**config.mk**
```make
export PLATFORM = sky130hd
export DESIGN_NAME = cpc_mem_arbiter
export DESIGN_NICKNAME = d
export VERILOG_FILES = /design/src/rtl/cpc_arb_pkg.sv /design/src/rtl/cpc_slot_timer.sv /design/src/rtl/cpc_mem_arbiter.sv
export SDC_FILE = /design/constraint.sdc
export NUM_CORES = 1
export LEC_CHECK = 0
export BUFFER_PORTS_ARGS = -buffer_cell sky130_fd_sc_hd__buf_2
export CAP_MARGIN = 10
export CORE_MARGIN = 5
export CORE_UTILIZATION = 46
export CTS_BUF_LIST = sky130_fd_sc_hd__clkbuf_8
export DETAILED_ROUTE_END_ITERATION = 12
export GPL_TIMING_DRIVEN = 1
export PLACE_DENSITY = 0.76
export SLEW_MARGIN = 20
export SYNTH_ARGS = -nofsm -noshare
export SYNTH_HDL_FRONTEND = slang
export SYNTH_SLANG_ARGS = --single-unit
export TNS_END_PERCENT = 100
```
**constraint.sdc**
```tcl
create_clock -name clk_i -period 1.8 [get_ports clk_i]
set_input_delay 0 -clock clk_i [delete_from_list [all_inputs] [get_ports clk_i]]
set_output_delay 0 -clock clk_i [all_outputs]
set_load 0.02 [all_outputs]
```
**src/rtl/cpc_arb_pkg.sv**
```systemverilog
// Shared types and constants for the CPC RAM-port arbiter.
// Optional build macro: CPC_ARB_CPU_STEAL_EN (see cpc_mem_arbiter).
package cpc_arb_pkg;

  typedef enum logic [2:0] {
    IDLE,
    VID_B0,
    VID_B1,
    VID_DONE,
    CPU_ACC,
    CPU_DONE
  } arb_state_e;

  localparam int SLOT_CYCLES_DEF = 16;
  localparam int HALF_SLOT       = SLOT_CYCLES_DEF / 2;

  // Video always fetches from bank 0: upper address bits are forced to zero.
  localparam logic [31:0] VID_BANK0_EXT = 32'h0;

  function automatic int half_of(input int slot_cycles);
    return slot_cycles / 2;
  endfunction

endpackage

```
**src/rtl/cpc_slot_timer.sv**
```systemverilog
// Free-running 1 us slot phase counter; flags slot start and the CPU half.
module cpc_slot_timer
  import cpc_arb_pkg::*;
#(
  parameter int SLOT_CYCLES = SLOT_CYCLES_DEF,
  parameter int PHASE_W     = $clog2(SLOT_CYCLES)
) (
  input  logic               clk_i,
  input  logic               reset_i,
  output logic [PHASE_W-1:0] phase_o,
  output logic               slot_start_o,
  output logic               cpu_half_o
);

  localparam int HALF = half_of(SLOT_CYCLES);

  logic [PHASE_W-1:0] phase_q, phase_d;

  always_comb begin
    phase_d = (phase_q == PHASE_W'(SLOT_CYCLES - 1)) ? '0 : phase_q + PHASE_W'(1);
  end

  always_ff @(posedge clk_i) begin
    if (reset_i) phase_q <= '0;
    else         phase_q <= phase_d;
  end

  assign phase_o      = phase_q;
  assign slot_start_o = (phase_q == '0);
  assign cpu_half_o   = (phase_q >= PHASE_W'(HALF));

endmodule

```
**src/rtl/cpc_mem_arbiter.sv**
```systemverilog
// Time-slot arbiter sharing the CPC RAM port between video fetch and CPU.
// Build macro CPC_ARB_CPU_STEAL_EN: CPU may use an idle video half-slot.
module cpc_mem_arbiter
  import cpc_arb_pkg::*;
#(
  parameter int SLOT_CYCLES = SLOT_CYCLES_DEF,
  parameter int ADDR_W      = 22
) (
  input  logic              clk_i,
  input  logic              reset_i,
  input  logic              cpu_req_i,
  input  logic              cpu_we_i,
  input  logic [ADDR_W-1:0] cpu_addr_i,
  input  logic [7:0]        cpu_dat_i,
  output logic [7:0]        cpu_dat_o,
  output logic              cpu_ack_o,
  output logic              cpu_nwait_o,
  input  logic              vid_req_i,
  input  logic [14:0]       vid_addr_i,
  output logic [15:0]       vid_dat_o,
  output logic              vid_ack_o,
  output logic              vid_overrun_o,
  output logic              mem_stb_o,
  output logic              mem_we_o,
  output logic [ADDR_W-1:0] mem_addr_o,
  output logic [7:0]        mem_dat_o,
  input  logic [7:0]        mem_dat_i,
  input  logic              mem_ack_i
);

  localparam int PW   = $clog2(SLOT_CYCLES);
  localparam int HALF = half_of(SLOT_CYCLES);

  logic [PW-1:0] phase;
  logic          slot_start;
  logic          cpu_half;
  logic          cpu_window;

  cpc_slot_timer #(.SLOT_CYCLES(SLOT_CYCLES), .PHASE_W(PW)) u_timer (
    .clk_i        (clk_i),
    .reset_i      (reset_i),
    .phase_o      (phase),
    .slot_start_o (slot_start),
    .cpu_half_o   (cpu_half)
  );

  arb_state_e        state_q,    state_d;
  logic              mem_stb_q,  mem_stb_d;
  logic              mem_we_q,   mem_we_d;
  logic [ADDR_W-1:0] mem_addr_q, mem_addr_d;
  logic [7:0]        mem_dat_q,  mem_dat_d;
  logic [15:0]       vid_dat_q,  vid_dat_d;
  logic              vid_ack_q,  vid_ack_d;
  logic              overrun_q,  overrun_d;
  logic              vid_pend_q, vid_pend_d;
  logic [14:0]       vid_addr_q, vid_addr_d;
  logic [7:0]        cpu_dat_q,  cpu_dat_d;
  logic              cpu_ack_q,  cpu_ack_d;
  logic              served_q,   served_d;

  logic mem_xfer;
  logic vid_go;
  logic served_now;

  assign mem_xfer   = mem_stb_q & mem_ack_i;
  assign vid_go     = (slot_start & vid_req_i) | vid_pend_q;
  assign served_now = served_q & ~slot_start;

`ifdef CPC_ARB_CPU_STEAL_EN
  logic steal_q, steal_d;
  always_comb begin
    steal_d = slot_start ? ~vid_req_i : steal_q;
  end
  assign cpu_window = cpu_half | steal_q | (slot_start & ~vid_req_i);
`else
  assign cpu_window = cpu_half;
`endif

  always_comb begin
    // NOTE: every _d gets a default first, so no path through the case infers a latch.
    state_d    = state_q;
    mem_stb_d  = mem_stb_q;
    mem_we_d   = mem_we_q;
    mem_addr_d = mem_addr_q;
    mem_dat_d  = mem_dat_q;
    vid_dat_d  = vid_dat_q;
    vid_ack_d  = 1'b0;
    overrun_d  = overrun_q;
    vid_pend_d = vid_pend_q;
    vid_addr_d = vid_addr_q;
    cpu_dat_d  = cpu_dat_q;
    cpu_ack_d  = 1'b0;
    served_d   = served_q;

    // Video is sampled once per slot; it waits here if a CPU cycle spans the wrap.
    if (slot_start) begin
      served_d = 1'b0;
      if (vid_req_i) begin
        vid_pend_d = 1'b1;
        vid_addr_d = vid_addr_i;
      end
    end

    if ((phase >= PW'(HALF)) && (state_q == VID_B0 || state_q == VID_B1))
      overrun_d = 1'b1;

    case (state_q)
      IDLE: begin
        if (vid_go) begin
          state_d    = VID_B0;
          vid_pend_d = 1'b0;
          mem_stb_d  = 1'b1;
          mem_we_d   = 1'b0;
          mem_addr_d = {VID_BANK0_EXT[ADDR_W-17:0],
                        (vid_pend_q ? vid_addr_q : vid_addr_i), 1'b0};
        end else if (cpu_window && cpu_req_i && !served_now) begin
          state_d    = CPU_ACC;
          mem_stb_d  = 1'b1;
          mem_we_d   = cpu_we_i;
          mem_addr_d = cpu_addr_i;
          mem_dat_d  = cpu_dat_i;
        end
      end
      VID_B0: begin
        if (mem_xfer) begin
          state_d        = VID_B1;
          vid_dat_d[7:0] = mem_dat_i;
          mem_addr_d     = mem_addr_q | ADDR_W'(1);
        end
      end
      VID_B1: begin
        if (mem_xfer) begin
          state_d         = VID_DONE;
          vid_dat_d[15:8] = mem_dat_i;
          mem_stb_d       = 1'b0;
          vid_ack_d       = 1'b1;
        end
      end
      VID_DONE: state_d = IDLE;
      CPU_ACC: begin
        if (mem_xfer) begin
          state_d   = CPU_DONE;
          mem_stb_d = 1'b0;
          mem_we_d  = 1'b0;
          cpu_ack_d = 1'b1;
          served_d  = 1'b1;
          if (!mem_we_q) cpu_dat_d = mem_dat_i;
        end
      end
      CPU_DONE: state_d = IDLE;
      default:  state_d = IDLE;
    endcase
  end

  always_ff @(posedge clk_i) begin
    // NOTE: sequential state uses <= so every flop samples pre-edge values.
    if (reset_i) begin
      state_q    <= IDLE;
      mem_stb_q  <= 1'b0;
      mem_we_q   <= 1'b0;
      mem_addr_q <= '0;
      mem_dat_q  <= '0;
      vid_dat_q  <= '0;
      vid_ack_q  <= 1'b0;
      overrun_q  <= 1'b0;
      vid_pend_q <= 1'b0;
      vid_addr_q <= '0;
      cpu_dat_q  <= '0;
      cpu_ack_q  <= 1'b0;
      served_q   <= 1'b0;
`ifdef CPC_ARB_CPU_STEAL_EN
      steal_q    <= 1'b0;
`endif
    end else begin
      state_q    <= state_d;
      mem_stb_q  <= mem_stb_d;
      mem_we_q   <= mem_we_d;
      mem_addr_q <= mem_addr_d;
      mem_dat_q  <= mem_dat_d;
      vid_dat_q  <= vid_dat_d;
      vid_ack_q  <= vid_ack_d;
      overrun_q  <= overrun_d;
      vid_pend_q <= vid_pend_d;
      vid_addr_q <= vid_addr_d;
      cpu_dat_q  <= cpu_dat_d;
      cpu_ack_q  <= cpu_ack_d;
      served_q   <= served_d;
`ifdef CPC_ARB_CPU_STEAL_EN
      steal_q    <= steal_d;
`endif
    end
  end

  assign mem_stb_o     = mem_stb_q;
  assign mem_we_o      = mem_we_q;
  assign mem_addr_o    = mem_addr_q;
  assign mem_dat_o     = mem_dat_q;
  assign vid_dat_o     = vid_dat_q;
  assign vid_ack_o     = vid_ack_q;
  assign vid_overrun_o = overrun_q;
  assign cpu_dat_o     = cpu_dat_q;
  assign cpu_ack_o     = cpu_ack_q;
  // Stall must drop in the very cycle the CPU raises its request.
  assign cpu_nwait_o   = ~cpu_req_i | cpu_ack_q;

endmodule

```
# Word-level counts from Yosys, hierarchy flattened
# Index checks and enable logic that the tools add are counted.
dict set report word_totals {
  ff_bits 83
  output_inout_bits 60
  word_cells 90
}
dict set report op_classes {
  addsub 1
  magnitude_cmp 1
  n_eq_ne 9
  mux 26
  bitwise 12
  n_reduce_logical 25
}
# operator count
set ops {}
lappend ops {{$mux W22} 2}
lappend ops {{$pmux W22 S2} 1}
lappend ops {{$reduce_and A3 Y1} 6}
lappend ops {{$mux W15} 1}
lappend ops {{$mux W3} 5}
lappend ops {{$mux W1} 14}
lappend ops {{$pmux W3 S4} 1}
lappend ops {{$reduce_bool A2 Y1} 4}
lappend ops {{$reduce_or A2 Y1} 4}
lappend ops {{$not A1 Y1} 7}
lappend ops {{$ne A2 B2 Y1 const B} 3}
lappend ops {{$reduce_and A2 Y1} 3}
lappend ops {{$add A4 B1 Y4 const B} 1}
lappend ops {{$eq A4 B4 Y1 const B} 1}
lappend ops {{$ge A4 B4 Y1 const B} 1}
lappend ops {{$logic_not A4 Y1} 1}
lappend ops {{$pmux W1 S2} 2}
lappend ops {{$reduce_and A4 Y1} 1}
lappend ops {{$and A1 B1 Y1} 3}
lappend ops {{$eq A3 B1 Y1 const B} 1}
lappend ops {{$eq A3 B2 Y1 const B} 1}
lappend ops {{$eq A3 B3 Y1 const B} 1}
lappend ops {{$logic_and A1 B1 Y1} 3}
lappend ops {{$logic_not A3 Y1} 1}
lappend ops {{5 further kinds} 6}

# Longest topological paths before layout
dict set report logic_depth {
  depth_word 8
  ltp_mapped 9
}

# Modules after synthesis
# From an unflattened synthesis, not the netlist that was laid out.
dict set report unflattened {
  hier_cells 364
  area_unflattened_um2 3380.7
}
# mod instances cells_each area_each_um2 seq_area_each_um2
set modules_own_cells {}
lappend modules_own_cells {cpc_mem_arbiter 1 344 3196.8 1581.5}
lappend modules_own_cells {cpc_slot_timer 1 20 183.9 80.1}

# Worst setup path after synthesis
# No wires, ideal clock.
dict set report synth_path {
  kind {register to register}
  start {register u_timer.phase_q[0] (netlist: u_timer.phase_o[0])}
  end {register mem_addr_q[13] (netlist: mem_addr_o[13])}
  setup_time_ps 131
  arrival_time_ps 1630
  path_slack_ps 39
  stages_incl_launch_ff 9
  cell_sequence {dfxtp_1 > inv_1 > ha_1 > nor4bb_1 > buf_2 > buf_4 > mux2_2 > mux2i_1 > o31ai_1}
}
dict set report synth_via {
  elab_chain_cells 7
}
# element line
set synth_rtl {}
lappend synth_rtl {{start: declaration} cpc_slot_timer.sv:17} ;# logic [PHASE_W-1:0] phase_q, phase_d;
lappend synth_rtl {{start signal: assignment} cpc_slot_timer.sv:25} ;# else phase_q <= phase_d;
lappend synth_rtl {{parallel branches: the longest is 7 deep, another holds $ge A4 B4 Y1} -}
lappend synth_rtl {{end signal: assignment} cpc_mem_arbiter.sv:178} ;# mem_addr_q <= mem_addr_d;
lappend synth_rtl {{end: declaration} cpc_mem_arbiter.sv:50} ;# logic [ADDR_W-1:0] mem_addr_q, mem_addr_d;
# Several ways; the timed one is not identified. The select of a mux whose other input is x is not followed.
# A chain may end at the register's enable or synchronous reset.

# Worst setup path in the final report
dict set report layout_path {
  start {register u_timer.phase_q[1] (netlist: u_timer.phase_o[1])}
  end {register mem_addr_q[18] (netlist: mem_addr_o[18])}
}
# The elaborated chain is that of the path after synthesis.

==> out/results.txt <==
Row generation in the floorplan step produced 31 rows. The worst-case IR drop observed on VDD is 0.490 mV. The run gives 9 as the TritonCTS buffer count. In this design, the critical path's most frequently occurring cell is sky130_fd_sc_hd__buf_6. Once detail routing completed, the nets flagged for antenna violations numbered 0. The type of the most critical hold path is in2reg. For hold timing, the worst endpoint is vid_ack_o. The proportion of synthesized flip-flops having asynchronous set or reset is 0. Counting both buffers and inverters, the worst setup path holds a total of 3. Summed over all failing endpoints, the final setup total negative slack is 0 ps.

The cell count after synthesis was 357; the clock insertion delay at the later pin of the skew report was 340 ps. The first global-routing pass estimated 14,700 µm of wire. The routed layout has 3,180 vias. The tools report the standard cell core area as 7210 µm². The flow ran to the end, and the final reports show no timing, DRC or antenna violations. For the total track usage, the log shows 0.202. CTS built an H-tree with a depth of 3. Setup slack on the worst reg-to-reg path comes out at 40 ps.

The final estimated routing congestion in global placement is 0.746. The detailed placement HPWL is 5950 µm. The placed instances occupy a cell area of 4220 µm². The chip height is 96.0 µm, and the top fanout value on the critical path is 8.

Walking the worst path, the cells encountered are inv_2, ha_4, nor4bb_4, buf_6, o31ai_4, buf_6, a22oi_1, nor2_1. The count of cells along the worst hold path came out at 3. The run gives 418 as the post-synthesis net count. In the layout the commonest cells are sky130_fd_sc_hd__buf_2 (119), sky130_fd_sc_hd__dfxtp_1 (82), sky130_fd_sc_hd__nand2_1 (52), sky130_fd_sc_hd__mux2i_1 (39), sky130_fd_sc_hd__dlygate4sd3_1 (39).

For the finished layout, the period the worst path requires is 1760 ps. For this run the aggregate overflow at the end of global routing stands at 0. The final setup violation count was 0; the share of the yosys chip area belonging to registers was 0.489. Required time of the critical path: 2000 ps. Summed over all cells, the static leakage comes to 2.17 nW. The data arrival time of the worst path was 1950 ps. TritonCTS built the clock tree. For the area of the die, the log shows 9210 µm². The endpoint of the lowest-slack register-to-register path is mem_addr_o[18]. Entering global routing, the biggest net connects 46 pins.

The netlist uses 43 different library cells. The number of iterations in the first detailed-routing pass came out at 5. For the number of diodes added for antenna fixing, the log shows 0. The final count of pins violating max slew was 0. After detailed routing, the number of remaining DRC violations is 0. Compared with the post-synthesis result, the final layout area differs by 44.7%. The sink count of the clock tree was 83.

For the number of antenna violations at the first check in global routing, the log shows 0. In the routed layout, each cell is associated on average with a via count of 5.06. The synthesized netlist occupies a cell area of 3400 µm². The number of buffer cells added on primary ports works out to 118. The tools report the hold path startpoint as mem_ack_i.

At the pin with the least slew margin, the transition time is 690 ps. Setup repair after global routing could not meet its margin everywhere. In the final routed layout, each cell accounts on average for 14.8 µm.

Reg-to-reg critical path startpoint: u_timer.phase_o[1]. After routing the design area is 4920 µm². The number of global-route vias before repair came out at 3,195. The critical path endpoint category was a flip-flop.

The number of hold violations in the final report is 0. The hold slack came out at 75.4 ps. The top-level port count was 119; the register clock-pin slew on the reported worst setup and hold paths was 80 ps. The number of buffers on the longest clock path came out at 2. The worst setup path is of the reg2reg kind. The remaining max-slew budget at the tightest pin was 0.540. The count of flip-flops with a built-in enable after synthesis is 0. The mean cell area of the mapped netlist is 9.52 µm². The path depth of the worst reg2reg path was 8.

For the maximum clock rate, the log shows 569 MHz. Dividing total power by cell area gives a power density of 838 nW/µm². The slowest stage of the critical path belongs to the cell sky130_fd_sc_hd__nor4bb_4. The layout cell share with drive strength beyond 1 was 0.346.

The final worst clock skew came out at 14.0 ps. The kind of cell adding the most delay to the critical path was buffers and inverters. The critical path launch point type was a flip-flop. The share of the clock period used by the worst path after layout was 0.977; the width of the die was 96.0 µm. The effective utilization at floorplan was 0.471. The run gives 9310 µm as the total routed wirelength. The library cell used most frequently in the layout, excluding fill and tap cells, is sky130_fd_sc_hd__buf_2. The tool flagged a number of max-cap violations equal to 0. The tools report the number of DRC markers in iteration 0 as 102.

The tools report the root cell of the clock tree as sky130_fd_sc_hd__clkbuf_8. The number of synthesized register bits came out at 83. The worst stage delay on the critical path is 340 ps, and the number of synthesis warnings is 0. Among all flip-flop cells after synthesis, the most frequent one is sky130_fd_sc_hd__dfxtp_1. The tools report the count of nets after finishing as 585.
cell type report:
cell class              count  area, µm²
multi-input cells         243       1650
flip-flops and latches     83       1660
inverters                   4       15.0
fillers                   569       2300
repair buffers            183       1240
well taps                  99        124
clock inverters             6       88.8
clock buffers              10        138
synth_stat cells (3+ instances only):
library cell / n / area (µm²)
sky130_fd_sc_hd__a21oi_1: 25 / 125
sky130_fd_sc_hd__a22oi_1: 6 / 45.0
sky130_fd_sc_hd__a31oi_1: 3 / 18.8
sky130_fd_sc_hd__and2_1: 3 / 18.8
sky130_fd_sc_hd__buf_2: 7 / 35.0
sky130_fd_sc_hd__buf_4: 3 / 22.5
sky130_fd_sc_hd__clkbuf_1: 15 / 56.3
sky130_fd_sc_hd__dfxtp_1: 83 / 1660
sky130_fd_sc_hd__inv_1: 4 / 15.0
sky130_fd_sc_hd__mux2_1: 3 / 33.8
sky130_fd_sc_hd__mux2_2: 12 / 135
sky130_fd_sc_hd__mux2i_1: 39 / 390
sky130_fd_sc_hd__nand2_1: 52 / 195
sky130_fd_sc_hd__nand2b_1: 3 / 18.8
sky130_fd_sc_hd__nand3b_1: 15 / 113
sky130_fd_sc_hd__nor2_1: 37 / 139
sky130_fd_sc_hd__nor3_1: 4 / 20.0
sky130_fd_sc_hd__o31ai_1: 15 / 113
worst max path at each step:
| stage | from | depth (start not counted) | slack (ps) | endpoint |
|---|---|---|---|---|
| after CTS | u_timer.phase_o[0] | 7 | 20 | mem_addr_o[14] |
| after global placement | u_timer.phase_o[0] | 8 | 10 | mem_we_o |
| after floorplan | u_timer.phase_o[0] | 8 | 40 | mem_addr_o[13] |
| after global routing | u_timer.phase_o[0] | 8 | -30 | mem_addr_o[20] |
| after detailed placement | u_timer.phase_o[0] | 8 | -80 | mem_addr_o[18] |
| final | u_timer.phase_o[1] | 8 | 40 | mem_addr_o[18] |
worst reg2reg max path, cell delays in order (launching register included):
cell	delay [ps]
sky130_fd_sc_hd__dfxtp_1	320
sky130_fd_sc_hd__inv_2	70
sky130_fd_sc_hd__ha_4	130
sky130_fd_sc_hd__nor4bb_4	340
sky130_fd_sc_hd__buf_6	200
sky130_fd_sc_hd__o31ai_4	90
sky130_fd_sc_hd__buf_6	180
sky130_fd_sc_hd__a22oi_1	210
sky130_fd_sc_hd__nor2_1	60
sequential cells by signal (all words and copies together) (netlist names):
signal and count:
state_q 3, cpu_ack_o 1, cpu_dat_o 8, mem_we_o 1
mem_dat_o 8, vid_addr_q 15, mem_stb_o 1, u_timer.phase_o 4
vid_ack_o 1, vid_overrun_o 1, vid_pend_q 1, mem_addr_o 22
served_q 1, vid_dat_o 16
per-layer routing:
metal	share of wire	GRT usage	wire, µm	up-vias
li1	-	-	-	1574
met1	0.41	0.225	3860	1480
met5	0	0	0	-
met2	0.49	0.354	4570	114
met3	0.084	0.0665	785	12
met4	0.010	0.0794	97	0
timing repair:
item                       4_1_cts  5_1_grt
hold buffers                    39        0
cloned                           0        2
gates resized for setup          1       10
setup endpoints to repair       22       24
hold endpoints to repair        55        0
pin swaps                        1        2
setup buffers                    0        2
where the power goes:
group,total (mW),internal (mW),switching [mW]
logic,0.689,0.339,0.350
registers,1.95,1.91,0.0415
clock network,1.48,0.822,0.659
total,4.12,3.07,1.05
stage by stage:
stage,worst slack (ps),util,std cells,power (mW)
after floorplan,39.5,-,357,2.33
after global placement,9.56,0.584,569,2.55
after detailed placement,-80.4,0.584,569,2.57
after CTS,18.8,0.670,624,4.11
after global routing,-30.7,0.681,628,4.31
final,42.1,0.681,628,4.12
kinds of logic (layout without fill, tap and decap cells):
family / after synthesis / in the layout / synth area share
adder cells (fa/ha/maj): 2 / 2 / 0.00736
flip-flops: 83 / 83 / 0.489
multiplexers: 54 / 54 / 0.165
XOR/XNOR: 2 / 2 / 0.00516
buffers and inverters: 31 / 203 / 0.0423
AO/OA/AOI/OAI: 59 / 59 / 0.113
AND/OR/NAND/NOR: 126 / 126 / 0.179
Note: power is estimated with default switching activity, not from simulation.
